**config.mk**
```make
export PLATFORM = sky130hd
export DESIGN_NAME = mux_scan_sampler
export DESIGN_NICKNAME = d
export VERILOG_FILES = /design/src/rtl/mux_scan_sampler.sv
export SDC_FILE = /design/constraint.sdc
export NUM_CORES = 1
export LEC_CHECK = 0
export ABC_AREA = 1
export BUFFER_PORTS_ARGS = -buffer_cell sky130_fd_sc_hd__buf_4
export CAP_MARGIN = 20
export CORE_MARGIN = 2
export CORE_UTILIZATION = 35
export CTS_CLUSTER_SIZE = 16
export DETAILED_ROUTE_END_ITERATION = 10
export SYNTH_ARGS = -nofsm -noshare
export SYNTH_HDL_FRONTEND = slang
export SYNTH_SLANG_ARGS = --single-unit
```
**constraint.sdc**
```tcl
create_clock -name clk -period 2.6 [get_ports clk]
set_input_delay 0.52 -clock clk [delete_from_list [all_inputs] [get_ports clk]]
set_output_delay 0.52 -clock clk [all_outputs]
set_load 0.005 [all_outputs]
```
**src/rtl/mux_scan_sampler.sv**
```systemverilog
// Sequential scanner for a 4:1 mux: steps sel through channels 0..3, samples mux_in after a
// programmable settle time, and hands the packed 4-bit frame downstream over valid/ready.
module mux_scan_sampler #(
    parameter int unsigned SETTLE = 1
) (
    input  logic       clk,
    input  logic       rst_n,
    input  logic       en,
    input  logic       mux_in,
    output logic [1:0] sel,
    output logic       busy,
    output logic [3:0] frame,
    output logic       frame_valid,
    input  logic       frame_ready,
    output logic       changed
);

    localparam int unsigned CntW = $clog2(SETTLE + 1);
    localparam logic [CntW-1:0] CntLast = CntW'(SETTLE - 1);

    typedef enum logic [1:0] {StIdle, StScan, StOut} state_e;

    state_e          state_q, state_d;
    logic [CntW-1:0] cnt_q, cnt_d;
    logic [1:0]      sel_q, sel_d;
    logic            busy_q, busy_d;
    logic [3:0]      shadow_q, shadow_d;
    logic [3:0]      frame_q, frame_d;
    logic            frame_valid_q, frame_valid_d;
    logic            changed_q, changed_d;
    logic [3:0]      last_acc_q, last_acc_d;

    always_comb begin
        state_d       = state_q;
        cnt_d         = cnt_q;
        sel_d         = sel_q;
        busy_d        = busy_q;
        shadow_d      = shadow_q;
        frame_d       = frame_q;
        frame_valid_d = frame_valid_q;
        changed_d     = changed_q;
        last_acc_d    = last_acc_q;

        unique case (state_q)
            StIdle: begin
                sel_d  = 2'd0;
                busy_d = 1'b0;
                if (en) begin
                    state_d = StScan;
                    cnt_d   = '0;
                    busy_d  = 1'b1;
                end
            end
            StScan: begin
                if (!en) begin
                    // Abort wins over a sample landing on the same edge.
                    state_d  = StIdle;
                    sel_d    = 2'd0;
                    cnt_d    = '0;
                    busy_d   = 1'b0;
                    shadow_d = '0;
                end else if (cnt_q == CntLast) begin
                    cnt_d            = '0;
                    shadow_d[sel_q]  = mux_in;
                    if (sel_q != 2'd3) begin
                        sel_d = sel_q + 2'd1;
                    end else begin
                        frame_d       = shadow_d;
                        changed_d     = (shadow_d != last_acc_q);
                        frame_valid_d = 1'b1;
                        busy_d        = 1'b0;
                        state_d       = StOut;
                    end
                end else begin
                    cnt_d = cnt_q + CntW'(1);
                end
            end
            StOut: begin
                if (frame_ready) begin
                    last_acc_d    = frame_q;
                    frame_valid_d = 1'b0;
                    sel_d         = 2'd0;
                    cnt_d         = '0;
                    if (en) begin
                        state_d = StScan;
                        busy_d  = 1'b1;
                    end else begin
                        state_d = StIdle;
                    end
                end
            end
            default: begin
                state_d = StIdle;
            end
        endcase
    end

    always_ff @(posedge clk) begin
        if (!rst_n) begin
            state_q       <= StIdle;
            cnt_q         <= '0;
            sel_q         <= 2'd0;
            busy_q        <= 1'b0;
            shadow_q      <= '0;
            frame_q       <= '0;
            frame_valid_q <= 1'b0;
            changed_q     <= 1'b0;
            last_acc_q    <= '0;
        end else begin
            state_q       <= state_d;
            cnt_q         <= cnt_d;
            sel_q         <= sel_d;
            busy_q        <= busy_d;
            shadow_q      <= shadow_d;
            frame_q       <= frame_d;
            frame_valid_q <= frame_valid_d;
            changed_q     <= changed_d;
            last_acc_q    <= last_acc_d;
        end
    end

    assign sel         = sel_q;
    assign busy        = busy_q;
    assign frame       = frame_q;
    assign frame_valid = frame_valid_q;
    assign changed     = changed_q;

endmodule

```
# After elaboration in Yosys (flattened, before gate mapping)
# Cells that the tools add are included.
[word_totals]
register_bits = 20
wordCells = 74
[op_classes]
add_sub_neg = 2
magnitude_cmp = 2
eq_ne = 14
mux = 33
bitwise_logic = 2
reduce_logical = 12
[ops]
columns = ["cell", "n"]
rows = [
  ["2-bit 2-to-1 mux", 9],
  ["2-bit inequality test (second input constant)", 8],
  ["1-bit 2-to-1 mux", 15],
  ["2-bit one-hot mux with 3 select lines", 2],
  ["4-bit AND reduction", 3],
  ["5-bit AND reduction", 2],
  ["3-bit inequality test (second input constant)", 3],
  ["4-bit 2-to-1 mux", 2],
  ["1-bit one-hot mux with 3 select lines", 2],
  ["4-bit bitwise mux", 1],
  ["4-bit inequality test", 1],
  ["2-bit AND reduction", 2],
  ["2-bit by 3-bit less-than comparator with 1-bit output (second input constant)", 1],
  ["3-bit AND reduction", 1],
  ["3-bit nonzero test", 1],
  ["2-bit by 1-bit adder with 2-bit output (second input constant)", 1],
  ["1-bit demux with 2-bit select", 1],
  ["2-bit by 1-bit equality test with 1-bit output (second input constant)", 1],
  ["2-bit equality test (second input constant)", 1],
  ["2-bit by 1-bit >= comparator with 1-bit output (second input constant)", 1],
  ["2-bit logical NOT", 1],
  ["1-bit inverter", 2],
  ["1-bit one-hot mux with 2 select lines", 1],
  ["2-bit nonzero test", 1],
  ["2 further kinds", 2],
]

# Longest topological paths before layout
# Gate-level depths: netlist (run 1).
[depth]
depth_word = 7
mapped_depth = 10
depth_no_buf = 10

# Worst setup path before layout (run 1)
# No wires, ideal clock.
[synth_path]
path_kind = "reg-to-reg"
start = "register state_q[0]"
end = "register state_q[1]"
setup_ns = 0.132
arrival_ns = 1.149
required_time_ns = 2.468
setup_slack_ns = 1.319
stages_incl_launch_ff = 9
path_buffers = 0
path_cell_list = "dfxtp_1 > inv_1 > ha_1 > inv_1 > nor2_1 > a21oi_2 > o21ai_1 > nand2_1 > a21oi_1"
[synth_via]
elab_chain_cells = 3
[synth_lines]
columns = ["element", "line_no", "source"]
rows = [
  ["start: declaration", "23", "state_e state_q, state_d;"],
  ["start signal: assignment", "100", "state_q <= StIdle;"],
  ["start signal: assignment", "110", "state_q <= state_d;"],
  ["2-bit by 1-bit equality test with 1-bit output (tied with other cells)", "44", "unique case (state_q)"],
  ["3-bit inequality test (no line) / 2-bit inequality test (equally long branches)", "n/a", ""],
  ["4-bit AND reduction (no line)", "n/a", ""],
]
# Parallel ways exist; a longest one is shown, timed or not.
# A chain may end at the register's enable or synchronous reset.

# Final worst setup path (run 1)
[layout_path]
start = "register sel_q[1], in the netlist sel[1]"
end = "register changed_q, in the netlist changed"
[layout_via]
elab_chain_cells = 6
[layout_lines]
columns = ["element", "line_no", "source"]
rows = [
  ["start: declaration", "25", "logic [1:0] sel_q, sel_d;"],
  ["start signal: assignment", "112", "sel_q <= sel_d;"],
  ["2-bit by 3-bit less-than comparator with 1-bit output (implied by the code) / 2-bit by 1-bit >= comparator with 1-bit output (equally long branches)", "64", "shadow_d[sel_q] = mux_in;"],
  ["1-bit logical AND (implied by the code)", "64", ""],
  ["1-bit 2-to-1 mux (implied by the code)", "64", ""],
  ["1-bit demux with 2-bit select", "64", ""],
  ["4-bit bitwise mux", "64", ""],
  ["4-bit inequality test", "69", "changed_d = (shadow_d != last_acc_q);"],
  ["end signal: assignment", "117", "changed_q <= changed_d;"],
  ["end: declaration", "30", "logic changed_q, changed_d;"],
]
# Parallel ways exist; a longest one is shown, timed or not.

==> run summary, run 1 <==
The global placer's final weighted congestion came out at 0.785. The floorplan step defined a die boundary enclosing 3560 sq um. In the final routed layout, each cell accounts on average for 11.2 um. Class of the most critical hold timing path: in -> reg. Data arrival time of the worst path: 1.74 ns. Yosys mapped the design onto 19 distinct sky130hd cell types. The final worst-path cycle share was 0.585; the signed area change from the synthesized netlist to the final layout was 15.2%. Power spread over the standard cell area amounts to 537 nW/um^2. The number of clock buffers added by TritonCTS is 3.

The die is 59.7 um wide. Summing all non-filler instances in the final layout gives an area of 1250 sq um. The proportion of synthesized chip area in sequential cells is 0.350. Cell taking the most area after synthesis: dfxtp_1. Top flip-flop cell by instance count after synthesis: dfxtp_1. Final hold analysis gives a worst-case slack of 0.471 ns.

The ratio of cells with drive above 1 in the final layout was 0.133; the critical path data required time was 2.82 ns. The area fraction of the dominant cell type after synthesis is 0.350, and the final count of negative-setup-slack endpoints is 0. Overall power consumption after layout is estimated at 0.672 mW. For the number of DRC markers in iteration 0, the log shows 15. The run gives 0 as the number of antenna-violating nets in the routed design. The number of rows in the core area is 20, and the first-pass detailed-route iteration total is 4.

When the netlist entered floorplanning its net count stood at 173. The run gives 658 MHz as the achievable frequency. Setup repair after global routing left no endpoint under its margin.

No sink is reached through more buffers than the 2 on the longest clock path. A synthesized cell averages 6.92 sq um. The tools report the setup TNS as 0 ns.

Yosys mapped a number of flops with a built-in enable equal to 0. The most frequent cell after synthesis is nand2_1. The startpoint class of the critical path was a flip-flop. The run gives 0 as the count of unresolved DRC violations after routing. The first-pass GRT wire length is 3980 um, and the smallest setup slack after layout is 1.08 ns. The run gives 0.603 nW as the leakage power. In the post-synthesis netlist, the biggest area contributors are dfxtp_1 35%, nand2_1 15%, ha_1 13%. The initial antenna violation count is 0, and the final period demand of the worst path is 1.52 ns.

After detailed routing, the number of vias per cell comes to 4.80. For the combined area of all synthesized cells, the log shows 1090 sq um. Ranked by instance count, the synthesized netlist is headed by 43 x nand2_1, 24 x inv_1, 19 x dfxtp_1. The number of global-route vias before repair is 872, and the vertical die dimension is 59.7 um.

Share of flip-flops with an asynchronous set or reset after synthesis: 0. The count of endpoints failing hold in the final timing report was 0. After clock tree synthesis, the clock-pin slew on the worst setup and hold paths is 0.12 ns. After global routing the overflow that remains totals 0. For the pin count of the biggest net entering global routing, the log shows 14. The flow ran to the end, and the final reports show no timing, DRC or antenna violations. After clock tree synthesis, the setup repair step added 0 buffers. Wires add up to 2310 um. The tools report the final number of max-transition violations as 0. The type of the setup path with the least slack was reg -> reg. The number of antenna diodes in the final layout is 0. The count of pins on the block boundary is 14, and the number of buffers inserted by port buffering is 13.

Max-cap violations in this run came to 0. At the end of the flow, the number of nets in the layout was 190. Synthesis inferred 19 register bits. For the routed via count, the log shows 988. The post-cts sizing count is 0, and the placement-stage cell area is 1220 sq um. The relative slew slack is 0.719. TritonCTS built the clock tree. The initial standard-cell utilization of the core is 0.362.

Hold repair after CTS inserted 0 buffers. The final setup skew was 0.00445 ns; the final HPWL from detailed placement was 1800 um. The tools report the deepest level of the CTS H-tree as 1. The logs give 0.150 for the total global-route track usage and 0.347 mV for the worst IR drop on VDD. The core region is 3000 sq um. The logs give 0 for the total number of yosys warnings and 19 for the number of sinks driven by the clock tree. Of all nets on the critical path, the largest fanout is 9.

Synthesis handed over a netlist of 157 instances. The measured slew at the worst slew-check pin came out at 0.422 ns. CTS placed an instance of clkbuf_4 at the clock tree root. The later pin in the worst-skew pair is clocked with a latency of 0.31 ns. The tools report the worst setup slack after placement as 1.08 ns. The kind of end point of the critical path is a flip-flop.
## where the power goes
part	switching, mW	internal (mW)	leakage (nW)
sequential	0.0182	0.311	0.154
clock	0.105	0.0587	0.0139
combinational	0.109	0.0703	0.435
## cell usage in the layout, fill, tap and decap left out, types with 2 or more instances in the layout
master    netlist  final
o21ai_0         9      9
inv_2           2      2
ha_1           11     11
nand2_1        43     43
nand3_1        10     10
nor2_1         12     12
inv_1          24     24
nand2_2         2      2
buf_4           0     13
dfxtp_1        19     19
a21oi_1        15     15
clkbuf_4        0      3
o21a_1          2      2
## metal layers
| metal | part of all wire | global-route usage | up-vias |
|---|---|---|---|
| li1 | - | - | 527 |
| met1 | 0.49 | 0.192 | 439 |
| met2 | 0.46 | 0.241 | 19 |
| met3 | 0.042 | 0.0455 | 3 |
| met4 | 0.0039 | 0.0476 | 0 |
| met5 | 0 | 0 | - |
## path summary, 6_finish.rpt
kind | from | to | slack, ns | cells after the start
max | sel[1] | changed | 1.08 | 8
min | rst_n | busy | 0.47 | 3
max reg2reg | sel[1] | changed | 1.08 | 8
min reg2reg | shadow_q[1] | shadow_q[1] | 0.47 | 2
## kinds of logic after synthesis
| group | after synthesis | synth area share |
|---|---|---|
| and+or+nand+nor | 70 | 0.278 |
| DFF | 19 | 0.350 |
| buffers and inverters | 27 | 0.0933 |
| adders and majority gates | 11 | 0.127 |
| AOI/OAI and AO/OA | 30 | 0.152 |
## area by class of cell
| type | count | area (sq um) |
|---|---|---|
| Clock buffer | 3 | 22.5 |
| Clock inverter | 1 | 7.51 |
| Fill cell | 315 | 1750 |
| Inverter | 26 | 97.6 |
| Multi-Input combinational cell | 111 | 604 |
| Sequential cell | 19 | 380 |
| Tap cell | 33 | 41.3 |
| Timing Repair Buffer | 13 | 97.6 |
## worst max-delay path, cell delays in order (launching register included)
cell     delay, ns
dfxtp_1       0.44
ha_1          0.30
inv_2         0.12
nor2_8        0.18
nand2_2       0.07
nand2_1       0.06
nand3_1       0.07
nor2_1        0.12
nor2_1        0.05
## per-stage QoR
stage / utilization / cells
after floorplan: - / 157
after global placement: 0.407 / 202
after detailed placement: 0.407 / 202
after CTS: 0.417 / 206
after global routing: 0.417 / 206
final: 0.417 / 206
## state kept, by name (all words and copies together) (netlist names)
signal and count:
busy 1, frame 4, last_acc_q 4, shadow_q 4, state_q 2, changed 1, frame_valid 1, sel 2
(Power assumes the default switching activity.)
==> run 2: changes to the inputs <==
==> constraint.sdc (replaced) <==
create_clock -name clk -period 1.55 [get_ports clk]
set_input_delay 0.31 -clock clk [delete_from_list [all_inputs] [get_ports clk]]
set_output_delay 0.31 -clock clk [all_outputs]
set_load 0.005 [all_outputs]
==> run 2 against run 1 <==
- combinational power is 77% higher
- clock-buffer cell count stayed put
- flip-flop and latch count stayed put
- sequential power is 70% higher
- critical path type unchanged
- critical endpoint is now frame_valid
- largest power group unchanged
- highest routed layer unchanged
==> run summary, run 2 (synthesis results as in run 1) <==
The worst hold path begins at rst_n. The run finished with clean final reports. The clock passes through at most 2 buffers. Entering global routing, the biggest net connects 14 pins.

The logs give 3940 um for the first-pass GRT wire length and 1810 um for the final HPWL from detailed placement. Deepest level of the CTS H-tree: 1. For the routed via count, the log shows 984.

The number of global-route vias before repair came out at 914. The terminating pin of the worst hold path was busy. Clock tree synthesis inserted a total of 3 buffers.

The number of vias per cell works out to 4.75. The count of unresolved DRC violations after routing came out at 0. The most numerous cell type found on the critical path is inv_1. The run gives 0.30 ns as the later-pin clock latency in the skew report.

Summed over all layers, the global routing overflow is 0. The tools report the initial antenna violation count as 0. Across the run, the number of max-cap violations was 0. Routability-driven placement finished with a final weighted congestion of 0.774. For the pin with the worst max-slew slack, the measured transition is 0.432 ns. Clock tree synthesis found a total of 19 sinks. The die is 59.7 um wide. The pre-antenna-repair detailed-routing pass consisted of 4 iterations. The share of total power in sequential cells came out at 0.492.

The total global-route track usage is 0.144, and the achievable frequency is 687 MHz. The share of total power consumed by net switching was 0.338. Worst stage delay on the critical path: 0.39 ns. The fraction of power consumed by the clock network is 0.228. Relative slew slack: 0.712.

The worst setup path is launched from a flip-flop. The count of nets left with antenna violations once routing finished came out at 0. In the final design database the tool counted 191 nets. The clock tree root buffer cell is clkbuf_4. In the final routed layout, each cell accounts on average for 10.9 um. The critical-path maximum fanout works out to 6. The worst IR drop on VDD is 0.772 mV, and the smallest setup slack after layout is 0.0949 ns.

After floorplanning, the core was divided into 20 placement rows. The run gives 3560 sq um as the area of the die. The vertical die dimension is 59.7 um, and the final setup skew is 0.00470 ns. The endpoint of the worst register-to-register path is frame_valid. The kind of cell adding the most delay to the critical path is flip-flops. The number of cells on the worst reg-to-reg path is 8. The critical path in this run is classified as reg -> reg.

Leaving out fill and tap cells, the most frequent cell in the layout is nand2_1. At the worst endpoint, the required time is 1.75 ns. The area growth from synthesis to layout is 18.4%.

The analysis attributes to cell leakage a power of 0.610 nW. The post-route standard cell area excluding fillers came out at 1290 sq um. The clock slew at the register clock pins of the worst setup and hold paths is 0.11 ns.

TritonCTS built the clock tree. The fill cell instance count of the final layout was 326; the combinational cell fraction of total power was 0.280. The launching point of the worst reg2reg path was state_q[0]. The logs give 3000 sq um for the area of the core and 0.0768 ns for the worst setup slack after placement. The final period demand of the worst path was 1.46 ns; the placement-stage cell area was 1230 sq um.

The tools report the count of endpoints failing hold in the final timing report as 0. Traced cell by cell, the critical path runs through inv_1, ha_1, inv_1, nor2_1, inv_1, o21ai_0, a21oi_1, o21a_1. The worst setup path is captured at a flip-flop. The detailed-route wire length was 2260 um. Buffers placed on the I/O ports in this run total 13.

In this run the power density over the cells is 885 nW/um^2. Setup repair after global routing could not meet its margin everywhere. The reported net switching power is 0.384 mW. The final worst-path cycle share came out at 0.939. The top cell types in the final layout, fill and taps aside, are 43 x nand2_1, 24 x inv_1, 15 x a21oi_1, 15 x dfxtp_1, 14 x buf_4.

The critical path contains buffers and inverters numbering 3 combined. The ratio of cells with drive above 1 in the final layout works out to 0.178. 14 I/O pins were placed. On the critical path, the stage with the largest delay is an instance of dfxtp_4. Data on the critical path arrives at its endpoint at 1.66 ns. The initial standard-cell utilization of the core came out at 0.362. In this run the worst hold path is classified as in -> reg. The internal portion of the total power is 0.754 mW. Setup violations remaining at the end of the flow were counted as 0. The run gives 0 as the final number of max-transition violations. The tools report the number of antenna diodes as 0.

The hold path depth came out at 3. In this run, the number of DRC markers left after iteration 0 of detailed routing was 36. The setup slack of the worst register-to-register path is 0.09 ns. On the final layout, the worst hold slack is 0.275 ns.
==> run 2: changes by cell type in the layout (fill, tap and decap cells not counted) <==
cell	previous run	this run
dfxtp_1	19	15
dfxtp_2	0	3
nor3_1	1	0
ha_4	0	1
ha_1	11	9
nor3_2	0	1
buf_4	13	14
ha_2	0	1
dfxtp_4	0	1
==> run 2: what timing repair did <==
action	4_1_cts	5_1_grt
endpoints found under the setup margin	0	6
gates resized for setup	0	9
hold buffers	0	0
buffers inserted	0	0
==> run 2: cell type report <==
type,count,area (sq um),area share
sequential,19,388,0.302
inverter,26,97.6,0.0759
multi-input combinational,111,624,0.485
clock inverter,1,7.51,0.00584
tap,33,41.3,0.0321
timing repair buffer,14,105,0.0817
clock buffer,3,22.5,0.0175
==> run 2: worst max path at each step <==
stage	start	endpoint	slack (ns)	depth (start not counted)
4_1_cts	sel[1]	changed	0.04	8
6_report	state_q[0]	frame_valid	0.09	8
3_5_place_dp	sel[0]	changed	0.08	8
3_3_place_gp	state_q[1]	changed	0.07	9
2_1_floorplan	state_q[0]	state_q[1]	0.27	8
5_1_grt	state_q[1]	state_q[0]	-0.03	9
==> run 2: power groups by stage <==
stage | sequential [mW] | combinational, mW | clock (mW)
6_report | 0.560 | 0.319 | 0.260
5_1_grt | 0.566 | 0.365 | 0.293
4_1_cts | 0.552 | 0.305 | 0.275
3_5_place_dp | 0.564 | 0.305 | 0
3_3_place_gp | 0.561 | 0.303 | 0
2_1_floorplan | 0.557 | 0.214 | 0
==> run 2: metrics by stage <==
step / TNS, ns / std cells / power, mW / utilization
after detailed placement: 0 / 203 / 0.868 / 0.409
after floorplan: 0 / 157 / 0.771 / -
after global routing: -0.0528 / 207 / 1.22 / 0.428
after global placement: 0 / 203 / 0.864 / 0.409
after CTS: 0 / 207 / 1.13 / 0.419
final: 0 / 207 / 1.14 / 0.428
==> run 2: routing by layer <==
metal	vias to the layer above	GRT usage	routed length, um
met3	2	0.0390	80
met1	438	0.193	1100
li1	528	-	-
met2	16	0.238	1060
met5	-	0	0
met4	0	0.0190	19
==> run 2: tightest hold or removal path, cell delays in order <==
cell	delay, ns
buf_4	0.11
nand3_1	0.07
inv_1	0.05
